File: src/rtl/uart_if.sv
// Host-side register interface of the UART: TX load/busy, RX FIFO head/pop, sticky errors, interrupt.
interface uart_if;
  logic [7:0] tx_data;
  logic       tx_we;
  logic       tx_busy;
  logic [7:0] rx_data;
  logic       rx_ready;
  logic       rx_re;
  logic       overrun;
  logic       frame_err;
  logic       err_clr;
  logic       intr;

  modport master (
    output tx_data, tx_we, rx_re, err_clr,
    input  tx_busy, rx_data, rx_ready, overrun, frame_err, intr
  );

  modport slave (
    input  tx_data, tx_we, rx_re, err_clr,
    output tx_busy, rx_data, rx_ready, overrun, frame_err, intr
  );
endinterface

File: src/rtl/uart.sv
// 8N1 UART with a show-ahead RX FIFO; TX starts the cycle after tx_we, RX bytes appear the cycle after the stop sample.
// No flow control: tx_we while busy is ignored, RX bytes arriving into a full FIFO are dropped and flagged.
module uart #(
  parameter int CLK_HZ  = 25_000_000,
  parameter int BAUD    = 115200,
  parameter int FIFO_AW = 4
) (
  input  logic   clock,
  input  logic   reset,
  input  logic   rx,
  output logic   tx,
  uart_if.slave  bus
);
  localparam int DIV   = CLK_HZ / BAUD;
  localparam int CW    = $clog2(DIV);
  localparam int DEPTH = 2 ** FIFO_AW;
  localparam logic [CW-1:0] FULL_CNT = CW'(DIV - 1);
  localparam logic [CW-1:0] HALF_CNT = CW'(DIV / 2 - 1);

  // ---------------- transmitter ----------------
  typedef enum logic [1:0] {T_IDLE, T_START, T_DATA, T_STOP} tx_state_t;
  tx_state_t     tx_state, tx_state_nxt;
  logic [CW-1:0] tx_cnt;
  logic [2:0]    tx_bit;
  logic [7:0]    tx_sh;
  logic          tx_tick;

  assign tx_tick     = (tx_cnt == FULL_CNT);
  assign bus.tx_busy = (tx_state != T_IDLE);

  always_ff @(posedge clock or posedge reset) begin
    if (reset) tx_state <= T_IDLE;
    else       tx_state <= tx_state_nxt;
  end

  always_comb begin
    tx_state_nxt = tx_state;
    tx           = 1'b1;
    case (tx_state)
      T_IDLE:  if (bus.tx_we) tx_state_nxt = T_START;
      T_START: begin
        tx = 1'b0;
        if (tx_tick) tx_state_nxt = T_DATA;
      end
      T_DATA: begin
        tx = tx_sh[0];
        if (tx_tick && tx_bit == 3'd7) tx_state_nxt = T_STOP;
      end
      T_STOP:  if (tx_tick) tx_state_nxt = T_IDLE;
      default: tx_state_nxt = T_IDLE;
    endcase
  end

  always_ff @(posedge clock or posedge reset) begin
    if (reset) begin
      tx_cnt <= '0;
      tx_bit <= '0;
      tx_sh  <= '0;
    end else if (tx_state == T_IDLE) begin
      tx_cnt <= '0;
      tx_bit <= '0;
      if (bus.tx_we) tx_sh <= bus.tx_data;
    end else begin
      tx_cnt <= tx_tick ? '0 : tx_cnt + 1'b1;
      if (tx_state == T_DATA && tx_tick) begin
        tx_sh  <= tx_sh >> 1;
        tx_bit <= tx_bit + 3'd1;
      end
    end
  end

  // ---------------- receiver ----------------
  typedef enum logic [2:0] {R_IDLE, R_START, R_DATA, R_STOP, R_BREAK} rx_state_t;
  rx_state_t     rx_state, rx_state_nxt;
  logic          rx_meta, rx_sync, rx_prev;
  logic [CW-1:0] rx_cnt;
  logic [2:0]    rx_bit;
  logic [7:0]    rx_sh;
  logic          rx_sample, rx_push, rx_ferr;

  // Synchronizers idle high so reset release on an idle line never looks like a start edge
  always_ff @(posedge clock or posedge reset) begin
    if (reset) begin
      rx_meta <= 1'b1;
      rx_sync <= 1'b1;
      rx_prev <= 1'b1;
    end else begin
      rx_meta <= rx;
      rx_sync <= rx_meta;
      rx_prev <= rx_sync;
    end
  end

  always_ff @(posedge clock or posedge reset) begin
    if (reset) rx_state <= R_IDLE;
    else       rx_state <= rx_state_nxt;
  end

  always_comb begin
    rx_state_nxt = rx_state;
    rx_sample    = 1'b0;
    rx_push      = 1'b0;
    rx_ferr      = 1'b0;
    case (rx_state)
      R_IDLE: if (rx_prev && !rx_sync) rx_state_nxt = R_START;
      R_START: if (rx_cnt == HALF_CNT) begin
        rx_sample    = 1'b1;
        rx_state_nxt = rx_sync ? R_IDLE : R_DATA;
      end
      R_DATA: if (rx_cnt == FULL_CNT) begin
        rx_sample = 1'b1;
        if (rx_bit == 3'd7) rx_state_nxt = R_STOP;
      end
      R_STOP: if (rx_cnt == FULL_CNT) begin
        rx_sample    = 1'b1;
        rx_push      = rx_sync;
        rx_ferr      = !rx_sync;
        rx_state_nxt = rx_sync ? R_IDLE : R_BREAK;
      end
      // Bad stop bit: hold off until the line returns high so a long low is not read as a new start
      R_BREAK: if (rx_sync) rx_state_nxt = R_IDLE;
      default: rx_state_nxt = R_IDLE;
    endcase
  end

  always_ff @(posedge clock or posedge reset) begin
    if (reset) begin
      rx_cnt <= '0;
      rx_bit <= '0;
      rx_sh  <= '0;
    end else begin
      if (rx_sample || rx_state == R_IDLE || rx_state == R_BREAK) rx_cnt <= '0;
      else                                                       rx_cnt <= rx_cnt + 1'b1;
      if (rx_state == R_IDLE) rx_bit <= '0;
      if (rx_state == R_DATA && rx_sample) begin
        rx_sh  <= {rx_sync, rx_sh[7:1]};
        rx_bit <= rx_bit + 3'd1;
      end
    end
  end

  // ---------------- RX FIFO ----------------
  logic [7:0]       mem [DEPTH];
  logic [FIFO_AW:0] wp, rp, wp_nxt, rp_nxt;
  logic             empty, full, do_push, do_pop, drop, head_new;

  always_comb begin
    empty    = (wp == rp);
    full     = (wp[FIFO_AW] != rp[FIFO_AW]) && (wp[FIFO_AW-1:0] == rp[FIFO_AW-1:0]);
    do_pop   = bus.rx_re && !empty;
    do_push  = rx_push && (!full || do_pop);
    drop     = rx_push && full && !do_pop;
    wp_nxt   = wp + {{FIFO_AW{1'b0}}, do_push};
    rp_nxt   = rp + {{FIFO_AW{1'b0}}, do_pop};
    // The new head is the byte being written this cycle when the write slot is where the read pointer lands
    head_new = do_push && (rp_nxt[FIFO_AW-1:0] == wp[FIFO_AW-1:0]);
  end

  always_ff @(posedge clock) begin
    if (do_push) mem[wp[FIFO_AW-1:0]] <= rx_sh;
  end

  always_ff @(posedge clock or posedge reset) begin
    if (reset) begin
      wp            <= '0;
      rp            <= '0;
      bus.rx_data   <= '0;
      bus.rx_ready  <= 1'b0;
      bus.intr      <= 1'b0;
      bus.overrun   <= 1'b0;
      bus.frame_err <= 1'b0;
    end else begin
      wp           <= wp_nxt;
      rp           <= rp_nxt;
      bus.rx_ready <= (wp_nxt != rp_nxt);
      bus.intr     <= (wp_nxt != rp_nxt);
      if (wp_nxt != rp_nxt) bus.rx_data <= head_new ? rx_sh : mem[rp_nxt[FIFO_AW-1:0]];
      bus.overrun   <= drop    | (bus.overrun   & !bus.err_clr);
      bus.frame_err <= rx_ferr | (bus.frame_err & !bus.err_clr);
    end
  end
endmodule

File: src/flat_wrapper.sv
// flat-port wrapper written by rule: the top's interface ports become plain ports
module uart_flat 
#(
  parameter int CLK_HZ  = 25_000_000,
  parameter int BAUD    = 115200,
  parameter int FIFO_AW = 4
)
  (clock, reset, rx, tx, bus_tx_data, bus_tx_we, bus_rx_re, bus_err_clr, bus_tx_busy, bus_rx_data, bus_rx_ready, bus_overrun, bus_frame_err, bus_intr);
  uart_if bus_i ();
  input  logic clock;
  input  logic reset;
  input  logic rx;
  output logic tx;
  input wire logic [$bits(bus_i.tx_data)-1:0] bus_tx_data;
  input wire logic [$bits(bus_i.tx_we)-1:0] bus_tx_we;
  input wire logic [$bits(bus_i.rx_re)-1:0] bus_rx_re;
  input wire logic [$bits(bus_i.err_clr)-1:0] bus_err_clr;
  output wire logic [$bits(bus_i.tx_busy)-1:0] bus_tx_busy;
  output wire logic [$bits(bus_i.rx_data)-1:0] bus_rx_data;
  output wire logic [$bits(bus_i.rx_ready)-1:0] bus_rx_ready;
  output wire logic [$bits(bus_i.overrun)-1:0] bus_overrun;
  output wire logic [$bits(bus_i.frame_err)-1:0] bus_frame_err;
  output wire logic [$bits(bus_i.intr)-1:0] bus_intr;
  assign bus_i.tx_data = bus_tx_data;
  assign bus_i.tx_we = bus_tx_we;
  assign bus_i.rx_re = bus_rx_re;
  assign bus_i.err_clr = bus_err_clr;
  assign bus_tx_busy = bus_i.tx_busy;
  assign bus_rx_data = bus_i.rx_data;
  assign bus_rx_ready = bus_i.rx_ready;
  assign bus_overrun = bus_i.overrun;
  assign bus_frame_err = bus_i.frame_err;
  assign bus_intr = bus_i.intr;
  uart #(.CLK_HZ(CLK_HZ), .BAUD(BAUD), .FIFO_AW(FIFO_AW)) u_core (.clock(clock), .reset(reset), .rx(rx), .tx(tx), .bus(bus_i));
endmodule
File: config.mk
export PLATFORM = sky130hd
export DESIGN_NAME = uart_flat
export DESIGN_NICKNAME = d
export VERILOG_FILES = /design/src/rtl/uart_if.sv /design/src/rtl/uart.sv /design/src/flat_wrapper.sv
export SDC_FILE = /design/constraint.sdc
export NUM_CORES = 1
export LEC_CHECK = 0
export ABC_AREA = 1
export BUFFER_PORTS_ARGS = -buffer_cell sky130_fd_sc_hd__buf_2
export CORE_MARGIN = 2
export CORE_UTILIZATION = 56
export DETAILED_ROUTE_END_ITERATION = 16
export GPL_TIMING_DRIVEN = 0
export HOLD_SLACK_MARGIN = 0.05
export PLACE_DENSITY = 0.88
export SETUP_SLACK_MARGIN = 0.5
export SYNTH_ARGS = -nofsm -noshare
export SYNTH_HDL_FRONTEND = slang
export SYNTH_SLANG_ARGS = --single-unit
File: constraint.sdc
create_clock -name clock -period 2.71 [get_ports clock]
set_input_delay 0.542 -clock clock [delete_from_list [all_inputs] [get_ports clock]]
set_output_delay 0.542 -clock clock [all_outputs]
set_load 0.005 [all_outputs]
==> results of run 1 <==
## state kept, by name, indices dropped and copies added (netlist names), 2 cells and up
signal	flops
u_core.mem	128
u_core.bus.rx_data	8
u_core.rx_cnt	8
u_core.rx_sh	8
u_core.tx_cnt	8
u_core.tx_sh	8
u_core.rp	5
u_core.wp	5
u_core.rx_bit	3
u_core.rx_state	3
u_core.tx_bit	3
u_core.tx_state	2
## synth_stat cells, types with 3 or more instances
library cell / count
nor3_1: 7
dfrtp_1: 64
edfxtp_1: 128
mux2i_1: 7
dfstp_2: 3
clkbuf_1: 7
nor2_1: 51
nand2_2: 3
nand3_1: 122
xnor2_1: 4
nand2_4: 3
a21oi_1: 3
inv_1: 142
nand4_1: 13
nand3_2: 3
ha_1: 16
xor2_1: 9
o21ai_0: 14
buf_2: 17
nand2_1: 310
inv_2: 5
## worst max path at each step
stage | start | endpoint
after floorplan | u_core.rp[3]$_DFF_PP0_ | u_core.bus.rx_data[1]$_DFFE_PP0P_
after global placement | u_core.wp[2]$_DFF_PP0_ | u_core.bus.rx_data[3]$_DFFE_PP0P_
after detailed placement | u_core.wp[3]$_DFF_PP0_ | u_core.bus.rx_data[3]$_DFFE_PP0P_
after CTS | u_core.wp[1]$_DFF_PP0_ | u_core.bus.rx_data[4]$_DFFE_PP0P_
after global routing | u_core.wp[2]$_DFF_PP0_ | u_core.bus.rx_data[0]$_DFFE_PP0P_
final | u_core.wp[2]$_DFF_PP0_ | u_core.bus.rx_data[0]$_DFFE_PP0P_
## layer usage
metal / vias to the layer above / global-route usage, % / routed length, um
li1: 3262 / - / -
met1: 3474 / 32.1 / 8660
met2: 528 / 46.4 / 12400
met3: 152 / 6.48 / 2480
met4: 0 / 13.0 / 1530
met5: - / 0 / 0
## metrics by stage
step,hold WS [ns],worst slack (ns),util [%],instances,instance area [um2]
2_1_floorplan,0.345,0.331,-,960,9150
3_3_place_gp,0.346,-0.221,60.1,1203,9550
3_5_place_dp,0.347,-0.260,60.2,1204,9570
4_1_cts,0.192,0.100,67.3,1265,10700
5_1_grt,0.186,-0.213,69.4,1276,11000
6_report,0.197,-0.141,69.4,1276,11000
## where the power goes
part           internal (mW)  total [mW]  switching [mW]
clock                   1.37        2.52            1.15
combinational           1.86        5.27            3.42
sequential              3.40        3.62           0.224
total                   6.63        11.4            4.79
## final cells by class
type	instances	share of cell area, %
Timing Repair Buffer	66	4.47
Clock inverter	14	1.36
Clock buffer	18	3.89
Inverter	148	5.26
Multi-Input combinational cell	589	30.3
Buffer	29	2.01
Tap cell	216	2.45
Timing Repair inverter	1	0.0681
Sequential cell	195	50.2
## cells by family after synthesis
logic type / count (synthesis) / synth area share (%)
AO/OA/AOI/OAI: 25 / 1.60
adder cells (fa/ha/maj): 16 / 2.20
multiplexers: 7 / 0.770
XOR/XNOR: 15 / 1.73
flip-flops: 195 / 60.7
buffers and inverters: 177 / 7.78
AND/OR/NAND/NOR: 525 / 25.2
## repair_timing
action / in CTS / in global routing
setup buffers: 27 / 11
setup endpoints to repair: 138 / 140
pin swaps: 35 / 38
endpoints found under the hold margin: 0 / 0
gates cloned: 2 / 0
resized for setup: 92 / 61
==> results.md, run 1 <==
- Num ports: 28
- RSZ-0062 raised after global routing: true
- TritonRoute pass-1 iters: 6
- CTS tree: done
- # setup viols final: 8
- Die area: 0.0173 mm2
- Top cell by count, worst path: nand2_1
- First-pass GRT wire length: 35.8 mm
- Status: finished with violations
- Number of H-tree levels: 4
- 1st-iter DRT viols: 1184
- Commonest non-fill, non-tap cells in the layout: 288 x nand2_1, 135 x inv_1, 128 x edfxtp_1
- CP Capture Type: register
- Filler cells: 1010
- Hold Crit Endpoint: u_core.rx_meta$_DFF_PP1_
- Hold path start: rx
- NumNets Final: 1077
- Share of cells above drive strength 1: 21.8%
- Setup CP Type: reg -> reg
- Static leakage: 5.00 nW
- Mean post-synth cell area: 9.48 um2
- Crit share post-route: 105%
- WP buf/inv: 5
- Die height: 131 um
- Worst R2R Start: u_core.wp[2]$_DFF_PP0_
- Post-DRT Antenna Nets: 0
- Multi-input gate area: 0.00334 mm2
- Routed vias/inst: 5.81
- EDFF count, synth: 128
- Input/output buffers: 27
- Worst path arrival time: 3.22 ns
- Mapped cell area: 0.00910 mm2
- Primary FF master, synth: edfxtp_1
- Area Overhead vs Synth: 21.2%
- Row cnt: 46
- Measured slew at the worst slew-check pin: 0.991 ns
- Synth Net Count: 990
- Yosys top cell area share: 42.3%
- Yosys top cell by area: edfxtp_1
- Fmax: 351 MHz
- CTS sink count: 195
- Final WL: 25.1 mm
- Leading post-synthesis cells by cell area: edfxtp_1 42%, dfrtp_1 18%, nand2_1 13%
- Clock Latency Late Sink: 0.44 ns
- Post-DP HPWL: 13.7 mm
- Core Footprint: 0.0159 mm2
- Crit path cell chain: inv_2 -> nand2_1 -> nand2_2 -> nor2_4 -> nand3_2 -> nand2_2 -> inv_2 -> ha_4 -> inv_1 -> buf_4 -> buf_2 -> nand2_1 -> nand2_1 -> nand2_1 -> nand3_1 -> nand3_1 -> nand2_1 -> nand2_1 -> nand2_1 -> nand2_1 -> nand2_2
- Register area: 0.00553 mm2
- Peak supply drop: 917 uV
- Max stage delay cell, worst path: dfrtp_1
- Post-DR wirelength/cell: 19.6 um
- CTS Buf Count: 17
- Ys Warns: 0
- Total power: 11.4 mW
- Min Tclk post-route: 2.85 ns
- Hold Path Class: in -> reg
- Ant diodes: 0
- Worst-path fanout max: 10
- Pwr/cell area: 1040 mW/mm2
- RD Place Congestion: 1.01
- Delay-heaviest family, CP: simple AND/OR/NAND/NOR gates
- R2R Setup Slk: -0.14 ns
- Critical path data required time: 3.08 ns
- Largest net degree at the start of global routing: 43
- Vias in the first global route: 7006
- Final hold vios: 0
- Hold Crit Depth: 1
- Max Slew Vio Count: 0
- Initial antenna violation count: 0
- Vias: 7416
- Clk pin slew, worst setup/hold paths: 0.07 ns
- Sequential area share after synthesis: 60.7%
- Clk buf depth: 2
- Critical path depth: 21
- Post-route DRC: 0
- Chip Width: 131 um
- Total Neg Setup Slack: -0.703 ns
- Most common library cell in the layout ignoring fill and taps: nand2_1
- Setup ws final: -0.141 ns
- Clk_skew: 0.0102 ns
- Failing checks: setup timing
- Cts hold-fix bufs: 0
- Number of library cell types mapped by synthesis: 44
- Asr flop ratio synth: 34.4%
- RR Endpoint: u_core.bus.rx_data[0]$_DFFE_PP0P_
- Max transition margin: 33.8%
- Synth Register Bits: 195
- Gr ovfl total: 0
- Crit-path max cell delay: 0.47 ns
- Total track usage: 27.0%
- Root Buffer: clkbuf_16
- Initial Utilization: 57.3%
- Mapped Cells: 960
- Worst R2R Path Depth: 21
- Critical Path Source Type: register
- Max-cap violations: 0
(Power assumes the default switching activity.)
==> inputs of run 2 (changes only) <==
Settings changed: PLACE_DENSITY 0.88 to 0.76.
==> run 2 against run 1 <==
Net effect: the run now ends clean; global-route usage shrank 1.2 points; worst setup slack gained 0.24 ns; die area did not move; first-iteration DRC count fell by 52%; final cell count grew 0.24%; final area is essentially flat; count of clock-buffer cells in the layout unchanged; routed wire length fell by 12%; critical endpoint is now u_core.bus.rx_data[3]$_DFFE_PP0P_; highest routed layer unchanged.
==> results.md, run 2 (synthesis gave the netlist of run 1 again) <==
- Status: finished clean
- NumNets Final: 1080 (+0.28%)
- Static leakage: 4.98 nW (-0.41%)
- Vias: 7009 (-5.5%)
- Max-cap violations: 0 (unchanged)
- Commonest non-fill, non-tap cells in the layout: 290 x nand2_1, 133 x inv_1, 128 x edfxtp_1
- Psw: 4.61 mW (-3.6%)
- Pre-CTS WS: -0.273 ns (-0.0124 ns)
- CTS Buf Count: 17 (unchanged)
- Die height: 131 um (unchanged)
- CP Capture Type: register
- Cts hold-fix bufs: 0 (unchanged)
- Post-layout util: 69.4% (about the same)
- Post-Layout Cell Count: 1279 (+0.24%)
- Met3 usage in global routing: 5.52% (-0.96 points)
- Peak supply drop: 594 uV (-35%)
- Clk buf depth: 2 (unchanged)
- Fmax: 383 MHz (+9.1%)
- Ant diodes: 0 (unchanged)
- 1st-iter DRT viols: 570 (-52%)
- Number of H-tree levels: 4 (unchanged)
- Measured slew at the worst slew-check pin: 0.914 ns (-0.0765 ns)
- CTS tree: done
- Crit-path max cell delay: 0.44 ns (-0.03 ns)
- Critical path data required time: 3.04 ns (-0.04 ns)
- Comb pwr share: 46.1% (about the same)
- Most common library cell in the layout ignoring fill and taps: nand2_1
- Worst path arrival time: 2.95 ns (-0.27 ns)
- TritonRoute pass-1 iters: 5 (-1)
- Num ports: 28 (unchanged)
- Row cnt: 46 (unchanged)
- # setup viols final: 0 (-8)
- Sw frac: 41.3% (-0.69 points)
- Clk_skew: 0.0159 ns (+0.00570 ns)
- Part of the power in the clock network: 21.6% (-0.5 points)
- Placed Area: 0.00957 mm2 (unchanged)
- Post-DR wirelength/cell: 17.2 um (-12%)
- Setup ws final: 0.0963 ns (+0.238 ns)
- Clk pin slew, worst setup/hold paths: 0.07 ns (about the same)
- Root Buffer: clkbuf_16
- Vias in the first global route: 6748 (-3.7%)
- Total track usage: 25.9% (-1.2 points)
- CTS sink count: 195 (unchanged)
- Clock Latency Late Sink: 0.45 ns (about the same)
- Post-route DRC: 0 (unchanged)
- Max transition margin: 39.1% (+5.2 points)
- Setup CP Type: reg -> reg
- Pwr/cell area: 1010 mW/mm2 (-2.1%)
- RSZ-0062 raised after global routing: true
- Top cell by count, worst path: nand2_1
- Flop pwr share: 32.3% (+0.6 points)
- Die area: 0.0173 mm2 (unchanged)
- Max Slew Vio Count: 0 (unchanged)
- Delay-heaviest family, CP: simple AND/OR/NAND/NOR gates
- Met2 usage: 43.3% (-3.2 points)
- Placed insts: 1204 (unchanged)
- Crit path cell chain: xor2_2 -> nor2_4 -> nand3_2 -> nand2_2 -> inv_2 -> ha_4 -> ha_4 -> buf_8 -> inv_8 -> clkbuf_8 -> nand3_1 -> nand3_2 -> nand3_2 -> nand2_1 -> nand2_2 -> nand2_1 -> nand2_1 -> nand2_1
- Final hold vios: 0 (unchanged)
- Max stage delay cell, worst path: dfrtp_2
- Critical Path Source Type: register
- Input/output buffers: 27 (unchanged)
- Worst-path fanout max: 10 (unchanged)
- First-pass GRT wire length: 34.3 mm (-4.3%)
- Final instance area: 0.0110 mm2 (about the same)
- Initial antenna violation count: 0 (unchanged)
- Final WL: 22.1 mm (-12%)
- Chip Width: 131 um (unchanged)
- Initial Utilization: 57.3% (unchanged)
- Gr ovfl total: 0 (unchanged)
- Post-DP HPWL: 13.5 mm (-1.3%)
- Share of cells above drive strength 1: 23.3% (+1.5 points)
- Max reg flops: 128 (unchanged)
- Total Neg Setup Slack: 0 ns (+0.703 ns)
- Crit share post-route: 96.4% (-8.8 points)
- Area Overhead vs Synth: 21.2% (about the same)
- Largest net degree at the start of global routing: 43 (unchanged)
- Hold Path Class: in -> async
- Min Tclk post-route: 2.61 ns (-0.238 ns)
- P_int: 6.57 mW (-0.88%)
- Global routing usage on met1: 32.3% (+0.20 points)
- Post-DRT Antenna Nets: 0 (unchanged)
- WP buf/inv: 4 (-1)
- GRT busiest layer: met2
- RD Place Congestion: 1.02 (+1.1%)
- Routed vias/inst: 5.48 (-5.7%)
- Core Footprint: 0.0159 mm2 (unchanged)
[run 2: per-stage QoR]
| step | hold slack (ns) | power (mW) |
|---|---|---|
| 6_report | 0.143 | 11.2 |
| 3_3_place_gp | 0.346 | 7.61 |
| 3_5_place_dp | 0.349 | 7.69 |
| 4_1_cts | 0.148 | 10.7 |
| 2_1_floorplan | 0.345 | 6.51 |
| 5_1_grt | 0.188 | 11.8 |
[run 2: cell type report]
type	count	area [um2]
Clock inverter	14	130
Clock buffer	18	429
Multi-Input combinational cell	589	3320
Sequential cell	195	5530
Timing Repair inverter	1	7.51
Buffer	29	250
Inverter	148	577
Tap cell	216	270
Timing Repair Buffer	69	513
Fill cell	1143	4860
[run 2: worst paths after layout]
path,end,cells past startpoint,start,slack (ns)
hold reg to reg,u_core.rx_sync$_DFF_PP1_,0,u_core.rx_meta$_DFF_PP1_,0.36
min in group clock,u_core.rx_meta$_DFF_PP1_,1,rx,0.19
hold / removal,u_core.bus.frame_err$_DFF_PP0_,2,reset,0.14
max in group asynchronous,u_core.rx_prev$_DFF_PP1_,3,reset,1.93
setup / recovery,u_core.bus.rx_data[3]$_DFFE_PP0P_,18,u_core.wp[0]$_DFF_PP0_,0.1
setup reg to reg,u_core.bus.rx_data[3]$_DFFE_PP0P_,18,u_core.wp[0]$_DFF_PP0_,0.1
[run 2: per-layer routing]
metal	wire length, um	vias up
met5	0	-
met4	1000	0
met3	1730	87
met2	10700	350
met1	8650	3299
li1	-	3273
[run 2: repair_timing]
item                                   CTS  global route
gates resized for setup                 92            67
pin swaps                               24            21
setup endpoints to repair              138           139
gates cloned                             2             0
endpoints found under the hold margin    0             0
setup buffers                           37             4
[run 2: power groups by stage]
stage | Clock, mW | Combinational, mW | Sequential [mW]
after global placement | 0 | 3.96 | 3.65
after CTS | 2.43 | 4.72 | 3.60
after detailed placement | 0 | 4.03 | 3.65
after global routing | 2.54 | 5.62 | 3.64
final | 2.41 | 5.16 | 3.62
after floorplan | 0 | 2.89 | 3.62
==> inputs of run 3 (changes only) <==
Settings changed: MAX_ROUTING_LAYER set to met4.
==> run 3 against run 2 <==
Net effect: critical path depth grew 2; first-iteration DRC count up 6.5%; power barely moved; global-route usage increased by 0.14 points; hold slack gained 0.044 ns; final area grew 0.16%; count of clock-buffer cells in the layout is 4 higher; routed wire length fell by 3.3%; worst setup slack gained 0.041 ns; utilization increased by 0.11 points.
==> results.md, run 3 (synthesis gave the netlist of run 1 again) <==
- Routed vias/inst: 5.36 (-2.2%)
- Number of H-tree levels: 4 (unchanged)
- NumNets Final: 1078 (-0.19%)
- Crit share post-route: 94.9% (-1.5 points)
- Share of cells above drive strength 1: 23.4% (+0.044 points)
- Delay-heaviest family, CP: buffers and inverters
- WP buf/inv: 11 (+7)
- Gr ovfl total: 0 (unchanged)
- Min Tclk post-route: 2.57 ns (-0.0414 ns)
- Total track usage: 26.0% (+0.14 points)
- Critical path data required time: 3.09 ns (+0.05 ns)
- CTS tree: done
- Initial antenna violation count: 0 (unchanged)
- Die height: 131 um (unchanged)
- Register area: 0.00553 mm2 (about the same)
- Clk pin slew, worst setup/hold paths: 0.07 ns (about the same)
- Pre-CTS WS: -0.228 ns (+0.0446 ns)
- Final WL: 21.3 mm (-3.3%)
- 1st-iter DRT viols: 607 (+6.5%)
- Num ports: 28 (unchanged)
- Commonest non-fill, non-tap cells in the layout: 286 x nand2_1, 133 x inv_1, 128 x edfxtp_1
- CTS Buf Count: 17 (unchanged)
- Placed insts: 1204 (unchanged)
- TritonRoute pass-1 iters: 5 (unchanged)
- Worst path arrival time: 2.95 ns (about the same)
- # setup viols final: 0 (unchanged)
- Area Overhead vs Synth: 21.4%
- CP Capture Type: register
- Vias in the first global route: 6424 (-4.8%)
- Largest net degree at the start of global routing: 39 (-9.3%)
- Final instance area: 0.0110 mm2 (+0.16%)
- Multi-input gate area: 0.00333 mm2 (+0.45%)
- Placed Area: 0.00957 mm2 (unchanged)
- Post-DP HPWL: 13.3 mm (-1.1%)
- Worst-path fanout max: 5 (-5)
- Vias: 6845 (-2.3%)
- Critical Path Source Type: register
- Setup ws final: 0.138 ns (+0.0414 ns)
- First-pass GRT wire length: 33.5 mm (-2.3%)
- Max transition margin: 39.9% (+0.85 points)
- Final hold vios: 0 (unchanged)
- Peak supply drop: 631 uV (+6.2%)
- Pwr/cell area: 1010 mW/mm2 (about the same)
- Hold Path Class: in -> async
- Filler cells: 1121 (-1.9%)
- Initial Utilization: 57.3% (unchanged)
- Measured slew at the worst slew-check pin: 0.901 ns (-0.0127 ns)
- Crit path cell chain: inv_2 -> ha_4 -> nand2_2 -> nor2_4 -> buf_6 -> buf_4 -> buf_4 -> buf_4 -> buf_4 -> buf_4 -> buf_4 -> buf_4 -> buf_6 -> nand3_4 -> nor2_4 -> buf_6 -> nand4_1 -> nand2_2 -> nand2_1 -> nand2_1
- Status: finished clean
- Post-DR wirelength/cell: 16.7 um (-3.2%)
- Top cell by count, worst path: buf_4
- Core Footprint: 0.0159 mm2 (unchanged)
- Max Slew Vio Count: 0 (unchanged)
- Max-cap violations: 0 (unchanged)
- CTS sink count: 195 (unchanged)
- Max stage delay cell, worst path: dfrtp_1
- Clk buf depth: 2 (unchanged)
- Post-route DRC: 0 (unchanged)
- Setup CP Type: reg -> reg
- Chip Width: 131 um (unchanged)
- Row cnt: 46 (unchanged)
- Root Buffer: clkbuf_16
- Clk_skew: 0.0136 ns (-0.00234 ns)
- Fmax: 389 MHz (+1.6%)
- Max reg flops: 128 (unchanged)
- Crit-path max cell delay: 0.41 ns (-0.03 ns)
- RD Place Congestion: 1.00 (-1.8%)
- Die area: 0.0173 mm2 (unchanged)
- Input/output buffers: 27 (unchanged)
- Post-layout util: 69.5% (+0.11 points)
- Post-DRT Antenna Nets: 0 (unchanged)
- Ant diodes: 0 (unchanged)
- Static leakage: 5.02 nW (+0.80%)
- Clock Latency Late Sink: 0.44 ns (about the same)
- Cts hold-fix bufs: 0 (unchanged)
- RSZ-0062 raised after global routing: true
- Most common library cell in the layout ignoring fill and taps: nand2_1
- Post-Layout Cell Count: 1277 (-0.16%)
-- run 3: changes by cell type in the layout (fill, tap and decap cells not counted), sizes merged --
cell      delta
inv          -2
nand2        -1
clkbuf       +3
clkinvlp     -4
clkinv       +2
-- run 3: path summary, 6_finish.rpt --
kind                                            start                           endpoint  slack (ns)  depth (start not counted)
max reg2reg                u_core.rx_cnt[1]$_DFF_PP0_  u_core.bus.rx_data[7]$_DFFE_PP0P_        0.14                         20
min                                             reset  u_core.bus.rx_data[4]$_DFFE_PP0P_        0.19                          2
max                        u_core.rx_cnt[1]$_DFF_PP0_  u_core.bus.rx_data[7]$_DFFE_PP0P_        0.14                         20
min reg2reg                  u_core.rx_meta$_DFF_PP1_           u_core.rx_sync$_DFF_PP1_        0.37                          0
min in group clock                                 rx           u_core.rx_meta$_DFF_PP1_        0.20                          1
max in group asynchronous                       reset             u_core.rp[0]$_DFF_PP0_        1.89                          3
-- run 3: routing by layer --
layer	track usage [%]	share of wire, %	vias to the layer above
met3	5.40	6.5	47
met5	-	0	-
li1	-	-	3267
met4	9.36	2.8	0
met2	41.5	49	272
met1	33.3	41	3259
-- run 3: per-stage QoR --
| step | power, mW | setup TNS, ns | hold WS, ns |
|---|---|---|---|
| 2_1_floorplan | 6.51 | 0 | 0.345 |
| 3_3_place_gp | 7.61 | -1.39 | 0.346 |
| 3_5_place_dp | 7.66 | -1.43 | 0.356 |
| 4_1_cts | 10.6 | 0 | 0.197 |
| 5_1_grt | 11.8 | 0 | 0.190 |
| 6_report | 11.2 | 0 | 0.187 |
-- run 3: final cells by class --
type | instances | area share [%]
tap | 216 | 2.45
multi-input combinational | 588 | 30.2
timing repair buffer | 68 | 4.41
sequential | 195 | 50.1
clock inverter | 10 | 0.861
clock buffer | 22 | 4.49
inverter | 148 | 5.24
timing repair inverter | 1 | 0.0680
buffer | 29 | 2.23
-- run 3: timing repair --
action,in CTS,in global routing
pin swaps,21,30
cloned,1,0
setup buffers,28,12
setup endpoints to repair,137,139
resized for setup,92,78
-- run 3: worst reg2reg max path, cell delays in order, from the launching register on --
cell     delay (ns)
dfrtp_1        0.41
inv_2          0.08
ha_4           0.12
nand2_2        0.06
nor2_4         0.14
buf_6          0.10
buf_4          0.09
buf_4          0.09
buf_4          0.09
buf_4          0.09
buf_4          0.10
buf_4          0.10
buf_4          0.11
buf_6          0.10
nand3_4        0.08
nor2_4         0.23
buf_6          0.14
nand4_1        0.13
nand2_2        0.11
nand2_1        0.06
nand2_1        0.08
-- run 3: report_power, final --
group | leakage (nW) | internal, mW | switching, mW
registers | 2.35 | 3.40 | 0.211
clock network | 0.296 | 1.40 | 1.11
logic | 2.37 | 1.87 | 3.19
